[src/rtl/csr_access_unit_pkg.sv]
// rtl/csr_access_unit_pkg.sv - CSR op encodings, CSR addresses and address decode helper.
package csr_access_unit_pkg;

  typedef enum logic [2:0] {
    CSR_OP_RW  = 3'b001,
    CSR_OP_RS  = 3'b010,
    CSR_OP_RC  = 3'b011,
    CSR_OP_RWI = 3'b101,
    CSR_OP_RSI = 3'b110,
    CSR_OP_RCI = 3'b111
  } csr_op_t;

  localparam logic [11:0] CSR_MVENDORID = 12'hF11;
  localparam logic [11:0] CSR_MARCHID   = 12'hF12;
  localparam logic [11:0] CSR_MSTATUS   = 12'h300;
  localparam logic [11:0] CSR_MIE       = 12'h304;
  localparam logic [11:0] CSR_MTVEC     = 12'h305;

  function automatic logic csr_addr_known(input logic [11:0] addr);
    return (addr == CSR_MVENDORID) || (addr == CSR_MARCHID) ||
           (addr == CSR_MSTATUS)   || (addr == CSR_MIE)     ||
           (addr == CSR_MTVEC);
  endfunction

endpackage

[src/rtl/csr_wdata_gen.sv]
// rtl/csr_wdata_gen.sv - new CSR value and write-enable for a read-modify-write op.
import csr_access_unit_pkg::*;

module csr_wdata_gen (
  input  logic [2:0]  i_funct3,
  input  logic [31:0] i_rs1_val,
  input  logic [4:0]  i_rs1_idx,
  input  logic [31:0] i_old,
  output logic [31:0] o_wdata,
  output logic        o_we
);

  logic [31:0] w_operand;

  assign w_operand = i_funct3[2] ? {27'b0, i_rs1_idx} : i_rs1_val;

  always_comb begin
    o_wdata = w_operand;
    case (csr_op_t'(i_funct3))
      CSR_OP_RW, CSR_OP_RWI: o_wdata = w_operand;
      CSR_OP_RS, CSR_OP_RSI: o_wdata = i_old | w_operand;
      CSR_OP_RC, CSR_OP_RCI: o_wdata = i_old & ~w_operand;
      default:               o_wdata = w_operand;
    endcase
  end

  // Set/clear with x0 (or zimm 0) is a pure read; plain writes always write.
  assign o_we = (i_funct3[1:0] == 2'b01) || (i_rs1_idx != 5'd0);

endmodule

[src/rtl/csr_access_unit.sv]
// rtl/csr_access_unit.sv - sequences one CSR instruction as read, optional write, response.
import csr_access_unit_pkg::*;

module csr_access_unit #(
  parameter int CHECK_ADDR = 1
) (
  input  logic        clk,
  input  logic        rst_n,
  input  logic        req_valid,
  output logic        req_ready,
  input  logic [2:0]  funct3,
  input  logic [11:0] csr_addr,
  input  logic [31:0] rs1_val,
  input  logic [4:0]  rs1_idx,
  input  logic [4:0]  rd_idx,
  output logic        resp_valid,
  input  logic        resp_ready,
  output logic [31:0] resp_rdata,
  output logic        resp_illegal,
  output logic        csr_wr,
  output logic [11:0] csr_address,
  output logic [31:0] csr_wrdata,
  input  logic [31:0] csr_rdata
);

  localparam logic [1:0] ST_IDLE  = 2'd0;
  localparam logic [1:0] ST_READ  = 2'd1;
  localparam logic [1:0] ST_WRITE = 2'd2;
  localparam logic [1:0] ST_RESP  = 2'd3;

  logic [1:0]  r_state;
  logic [2:0]  r_funct3;
  logic [11:0] r_addr;
  logic [31:0] r_rs1_val;
  logic [4:0]  r_rs1_idx;
  logic [4:0]  r_rd_idx;
  logic [31:0] r_old;
  logic [31:0] r_rdata;
  logic        r_illegal;

  logic [31:0] w_wdata;
  logic        w_we;
  logic        w_op_bad;
  logic        w_ro_write;
  logic        w_addr_bad;
  logic        w_illegal;
  logic        w_unused_ok;

  csr_wdata_gen u_wdata_gen (
    .i_funct3  (r_funct3),
    .i_rs1_val (r_rs1_val),
    .i_rs1_idx (r_rs1_idx),
    .i_old     (r_old),
    .o_wdata   (w_wdata),
    .o_we      (w_we)
  );

  // The destination index travels with the request but the pipeline tracks rd itself.
  assign w_unused_ok = &{1'b0, r_rd_idx};

  assign w_op_bad   = (r_funct3[1:0] == 2'b00);
  assign w_ro_write = w_we && (r_addr[11:10] == 2'b11);
  assign w_addr_bad = (CHECK_ADDR != 0) && !csr_addr_known(r_addr);
  assign w_illegal  = w_op_bad || w_ro_write || w_addr_bad;

  always_ff @(posedge clk or negedge rst_n) begin
    if (!rst_n) begin
      r_state   <= ST_IDLE;
      r_funct3  <= 3'd0;
      r_addr    <= 12'd0;
      r_rs1_val <= 32'd0;
      r_rs1_idx <= 5'd0;
      r_rd_idx  <= 5'd0;
      r_old     <= 32'd0;
      r_rdata   <= 32'd0;
      r_illegal <= 1'b0;
    end else begin
      case (r_state)
        ST_IDLE: begin
          if (req_valid) begin
            r_funct3  <= funct3;
            r_addr    <= csr_addr;
            r_rs1_val <= rs1_val;
            r_rs1_idx <= rs1_idx;
            r_rd_idx  <= rd_idx;
            r_rdata   <= 32'd0;
            r_illegal <= 1'b0;
            r_state   <= ST_READ;
          end
        end
        ST_READ: begin
          r_old     <= csr_rdata;
          r_illegal <= w_illegal;
          r_rdata   <= w_illegal ? 32'd0 : csr_rdata;
          r_state   <= (w_we && !w_illegal) ? ST_WRITE : ST_RESP;
        end
        ST_WRITE: begin
          r_state <= ST_RESP;
        end
        ST_RESP: begin
          if (resp_ready) begin
            r_state <= ST_IDLE;
          end
        end
        default: r_state <= ST_IDLE;
      endcase
    end
  end

  // Strobes decode straight from the state register so reset drops them asynchronously.
  assign req_ready    = (r_state == ST_IDLE);
  assign resp_valid   = (r_state == ST_RESP);
  assign resp_rdata   = r_rdata;
  assign resp_illegal = r_illegal;
  assign csr_wr       = (r_state == ST_WRITE);
  assign csr_address  = ((r_state == ST_READ) || (r_state == ST_WRITE)) ? r_addr : 12'h000;
  assign csr_wrdata   = (r_state == ST_WRITE) ? w_wdata : 32'd0;

endmodule
[config.mk]
export PLATFORM = sky130hd
export DESIGN_NAME = csr_access_unit
export DESIGN_NICKNAME = d
export VERILOG_FILES = /design/src/rtl/csr_access_unit_pkg.sv /design/src/rtl/csr_wdata_gen.sv /design/src/rtl/csr_access_unit.sv
export SDC_FILE = /design/constraint.sdc
export NUM_CORES = 1
export LEC_CHECK = 0
export CAP_MARGIN = 10
export CORE_MARGIN = 8
export CORE_UTILIZATION = 45
export CTS_CLUSTER_DIAMETER = 100
export DETAILED_ROUTE_END_ITERATION = 10
export PLACE_DENSITY = 0.74
export SLEW_MARGIN = 0
export SYNTH_ARGS = -nofsm -noshare
export SYNTH_HDL_FRONTEND = slang
export SYNTH_SLANG_ARGS = --single-unit
export TNS_END_PERCENT = 50
[constraint.sdc]
create_clock -name clk -period 2.5 [get_ports clk]
set_clock_uncertainty 0.05 [all_clocks]
set_input_delay 0.5 -clock clk [delete_from_list [all_inputs] [get_ports clk]]
set_output_delay 0.5 -clock clk [all_outputs]
set_load 0.03 [all_outputs]
==> results of run 1 <==
[how the worst max path moves through the flow]
| stage | end | from | slack [ns] | depth (start not counted) |
|---|---|---|---|---|
| after detailed placement | csr_address[2] | r_state[0] | 0.05 | 4 |
| after global routing | csr_wrdata[10] | r_state[0] | 0.02 | 5 |
| final | csr_wrdata[5] | r_state[0] | 0.10 | 5 |
| after CTS | csr_address[0] | r_state[1] | -0.002 | 4 |
| after global placement | csr_address[3] | r_state[0] | 0.15 | 4 |
| after floorplan | csr_wrdata[11] | r_funct3[1] | 0.20 | 5 |
[metal layers]
metal | up-vias | share of wire | routed length (um)
met3 | 23 | 0.062 | 993
met1 | 2207 | 0.41 | 6620
met4 | 0 | 0.018 | 285
met5 | - | 0 | 0
met2 | 142 | 0.51 | 8150
li1 | 2069 | - | -
[layout make-up]
| class | instances | area (um^2) |
|---|---|---|
| Fill cell | 999 | 4340 |
| Sequential cell | 119 | 2980 |
| Multi-Input combinational cell | 326 | 2590 |
| Timing Repair Buffer | 186 | 1740 |
| Clock buffer | 20 | 467 |
| Tap cell | 172 | 215 |
| Clock inverter | 10 | 128 |
| Inverter | 3 | 11.3 |
[worst reg2reg max path, stage by stage (launching register included)]
cell and delay (ns):
dfrtp_1 0.39, or4_4 0.57, o311ai_4 0.28, nand4_4 0.31
buf_4 0.33, o21ai_2 0.15
[timing repair]
item / in CTS / in global routing
setup endpoints to repair: 15 / 27
setup buffers: 0 / 0
hold buffers: 0 / 0
hold endpoints to repair: 0 / 0
gates cloned: 0 / 0
gates resized for setup: 27 / 14
[cells in the final DEF, fill, tap and decap left out, drive strengths merged, types with 3 or more instances in the layout]
cell type      instances
a21oi                  8
a32oi                 27
and2                  12
buf                   53
bufinv                 3
clkbuf                27
clkdlybuf4s15          4
clkdlybuf4s50        121
clkinv                 6
dfrtp                119
ha                     4
inv                    3
mux2                  84
mux2i                  6
nand2                 41
nand2b                27
nand3                 32
nor2b                 30
o21ai                 39
[registers in the layout, indices dropped and copies added (netlist names)]
name / cells
r_addr: 12
r_state: 2
r_funct3: 3
r_old: 32
r_rs1_val: 32
r_rs1_idx: 5
resp_illegal: 1
resp_rdata: 32
[through the flow]
step	instance area, um^2	hold slack [ns]	instances	worst slack, ns	power [W]
after CTS	8140	0.169	836	-0.00185	0.0105
final	8130	0.132	836	0.103	0.0105
after floorplan	5700	0.154	484	0.201	0.00637
after global placement	7540	0.411	806	0.150	0.00794
after detailed placement	7540	0.416	806	0.0482	0.00809
after global routing	8130	0.177	836	0.0170	0.0111
[cell families after synthesis]
| family | share of synthesized area |
|---|---|
| AND/OR/NAND/NOR | 0.144 |
| flip-flops | 0.523 |
| multiplexers | 0.177 |
| AO/OA/AOI/OAI | 0.118 |
| buffers and inverters | 0.0299 |
| adder cells (fa/ha/maj) | 0.00879 |
[power by group through the flow]
stage	Clock (W)	Sequential, W	Combinational (W)
6_report	0.00244	0.00326	0.00477
4_1_cts	0.00248	0.00324	0.00480
5_1_grt	0.00256	0.00336	0.00513
3_5_place_dp	0	0.00326	0.00483
2_1_floorplan	0	0.00309	0.00328
3_3_place_gp	0	0.00322	0.00472
==> results.toml, run 1 <==
[clocking]
cts.htree.levels = 4
cts-root-buf = "clkbuf_16"
numCtsBuffers = 17
cts.clk_slew.worst_paths_ns = 0.05
clk_latency_ns = 0.41
cts_tree = "built"
clock_path_buffers = 2
cts.sink_count = 119

[timing]
rsz0062_at_grt = "no"
drv_slew = 0
period_share = 0.959
setup_violations = 0
max-slew-margin-rel = 0.566
tns_ns = 0
fin_crit_ns = 2.40
hold_viol_final = 0
fmax_ghz = 0.417
tightest_slew_ns = 0.645

[global_routing]
grt.met2_usage = 0.342
gr-total-overflow = 0
grt_pass1_wl_um = 25800
grt_max_degree = 120
grtUsageMet3 = 0.0604
top_usage_layer = "met2"
grt.total_usage = 0.199
antenna_found_initial = 0
gr-usage-met1 = 0.230
grt_pass1_vias = 4900

[critical_path]
crit_family = "buffers and inverters"
path_buf_inv = 3
worst_path_max_delay_cell = "dfrtp_1"
cp-start-kind = "flip-flop"
reg2reg_to = "resp_rdata[29]"
path_class = "flip-flop to output port"
critical_path.cell_chain = "inv_2, ha_2, buf_4, nor2b_1, buf_4"
cp_max_fo = 12
max_stage_delay_ns = 0.43
arrival_ns = 1.85
regToRegStartpoint = "r_rs1_idx[0]"
reg2reg_depth = 5
crit_top_cell = "buf_4"
regToRegSetupSlack_ns = 0.34
required_ns = 1.95
cp-end-kind = "output port"

[die]
initial_utilization = 0.457
rows = 41
fp.dieH_um = 129
ioPinCount = 173
die_area_um2 = 16500
core_area_um2 = 12500
dieWidth_um = 129

[power_and_ir_drop]
irDropWorstVdd_uv = 770
p_sw_w = 0.00400
p_sw_frac = 0.382
p_per_area_nw_per_um2 = 1290
pwr-share-seq = 0.311
p_int_w = 0.00647
leakage_nw = 3.39
pwr-share-clk = 0.233
comb_power_share = 0.455

[synthesis]
synth_ff_type = "dfrtp_1"
netlist_area_um2 = 5700
synth_nets = 581
synth-seq-cells = 119
yosys_warnings = 0
yosys.area.top_type = "dfrtp_1"
synth_area_leaders = "dfrtp_1 (52%), mux2_2 (17%), o21ai_2 (4.6%)"
ys_seq_area_frac = 0.523
yosysTopAreaCellShare = 0.523
avgSynthCellArea_um2 = 11.8
synthTopCellsByCount = "dfrtp_1 (119), mux2_2 (84), nand2_1 (41)"
async_flop_share = 1.00
post_synth_num_cell_types = 34
synth_edf_count = 0
synthCells = 484
synthMostInstantiatedCell = "dfrtp_1"

[routing]
drt_wl_total_um = 16100
vias = 4441
drtIter0Drc = 252
drc_errors = 0
wl_per_cell_um = 19.2
ant_nets = 0
viasPerCell = 5.31
first_pass_iters = 4

[status]
status = "complete, no violations"

[final_layout]
syn2layout_area_growth_pct = 42.7
final_util = 0.652
nets = 750
diodes = 0
drive_gt1_frac = 0.334

[job]
drv_cap = 0

[placement]
io_buffers = 167
place.gp.congestion = 0.787
dpl.hpwl_um = 11200

[worst_hold_path]
min_path_type = "input pin to asynchronous set/reset pin"
(Power assumes the default switching activity.)
==> run 2, diff against run 1 <==
CORE_UTILIZATION = 47   (was 45)
PLACE_DENSITY = 0.77   (was 0.74)
==> results.toml, run 2 (synthesis gave the netlist of run 1 again) <==
[status]
status = "complete, no violations"

[critical_path]
worst_path_max_delay_cell = "dfrtp_2"
worstSetupEndpoint = "csr_wrdata[5]"
regToRegStartpoint = "r_rs1_idx[0]"
cp_max_fo = 27
crit_family = "flip-flops"
required_ns = 1.95
reg2reg_depth = 5
arrival_ns = 1.85
crit_cells = 5
regToRegSetupSlack_ns = 0.48
cp-start-kind = "flip-flop"
cp-end-kind = "output port"
reg2reg_to = "resp_rdata[0]"
path_buf_inv = 2
path_class = "flip-flop to output port"
cp-startpoint = "r_funct3[1]"
max_stage_delay_ns = 0.47
critical_path.cell_chain = "a21oi_2, buf_8, a32oi_1, nor2b_1, buf_12"

[clocking]
cts.htree.levels = 4
cts-root-buf = "clkbuf_16"
cts_tree = "built"
cts.clk_slew.worst_paths_ns = 0.05
clock_path_buffers = 2
numCtsBuffers = 17
clk_latency_ns = 0.40
cts.sink_count = 119

[power_and_ir_drop]
p_per_area_nw_per_um2 = 1290
irDropWorstVdd_uv = 784
p_int_w = 0.00641
leakage_nw = 3.38
p_sw_w = 0.00400
pwr-share-clk = 0.232
p_sw_frac = 0.384
comb_power_share = 0.455
pwr-share-seq = 0.312
power_w = 0.0104

[job]
drv_cap = 0

[die]
core_area_um2 = 11900
die_area_um2 = 15900
fp.dieH_um = 126
initial_utilization = 0.478
rows = 40
ioPinCount = 173
dieWidth_um = 126

[global_routing]
gr-total-overflow = 0
antenna_found_initial = 0
grt_max_degree = 53
grt_pass1_wl_um = 26000
grt_pass1_vias = 4940
grt.total_usage = 0.206

[routing]
drc_errors = 0
ant_nets = 0
viasPerCell = 5.54
first_pass_iters = 5
drtIter0Drc = 337
wl_per_cell_um = 19.9
drt_wl_total_um = 16100
vias = 4501

[timing]
fin_crit_ns = 2.40
hold_viol_final = 0
tns_ns = 0
setup_violations = 0
rsz0062_at_grt = "yes"
fmax_ghz = 0.416
period_share = 0.962
max-slew-margin-rel = 0.577
fin_hold_ws_ns = 0.0210
tightest_slew_ns = 0.627
final.setup.worst_slack_ns = 0.0953
drv_slew = 0

[placement]
placed_cells = 781
dpl.hpwl_um = 11400
place.gp.congestion = 0.821
place_ws_ns = 0.0482
io_buffers = 167

[final_layout]
mostFrequentLayoutCell = "clkdlybuf4s50_1"
diodes = 0
final_cell_mix = "clkdlybuf4s50_1 (120), dfrtp_1 (118), mux2_2 (84)"
drive_gt1_frac = 0.332
nets = 750
syn2layout_area_growth_pct = 41.7
instances_no_fill = 812

[worst_hold_path]
min_path_type = "input pin to asynchronous set/reset pin"
run 2: layout make-up:
type	instances	area (um^2)
Clock buffer	22	464
Multi-Input combinational cell	326	2570
Clock inverter	9	125
Tap cell	147	184
Sequential cell	119	2980
Fill cell	902	3840
Timing Repair Buffer	186	1740
Inverter	3	11.3
run 2: per-stage QoR:
step                area (um^2)  utilization
floorplan                  5700            -
global placement           7520        0.631
detailed placement         7520        0.631
CTS                        8110        0.681
global route               8070        0.678
finish                     8070        0.678
run 2: worst min-delay path by stage:
stage                              start              to  slack [ns]  depth (start not counted)
after floorplan                    rst_n       r_addr[0]        0.15                          0
after global placement    resp_rdata[15]  resp_rdata[15]        0.41                          2
after detailed placement   resp_rdata[2]   resp_rdata[2]        0.41                          2
after CTS                          rst_n  resp_rdata[15]        0.03                          1
after global routing               rst_n  resp_rdata[15]        0.04                          1
final                              rst_n  resp_rdata[15]        0.02                          1
run 2: metal layers:
metal | wire length (um) | up-vias | track usage | part of all wire
met1 | 6560 | 2259 | 0.232 | 0.41
met2 | 8370 | 156 | 0.367 | 0.52
met4 | 141 | 0 | 0.0502 | 0.0087
met3 | 1050 | 12 | 0.0667 | 0.065
li1 | - | 2074 | - | -
met5 | 0 | - | 0 | 0
run 2: what timing repair did:
| item | in CTS | in global routing |
|---|---|---|
| setup endpoints to repair | 20 | 20 |
| hold buffers | 0 | 0 |
| gates resized for setup | 20 | 24 |
| hold endpoints to repair | 0 | 0 |
| setup buffers | 0 | 0 |
run 2: power by group through the flow:
stage	clock, W	sequential [W]	combinational (W)
global placement	0	0.00320	0.00473
floorplan	0	0.00309	0.00328
CTS	0.00246	0.00324	0.00481
detailed placement	0	0.00326	0.00485
global route	0.00255	0.00334	0.00510
finish	0.00242	0.00325	0.00474
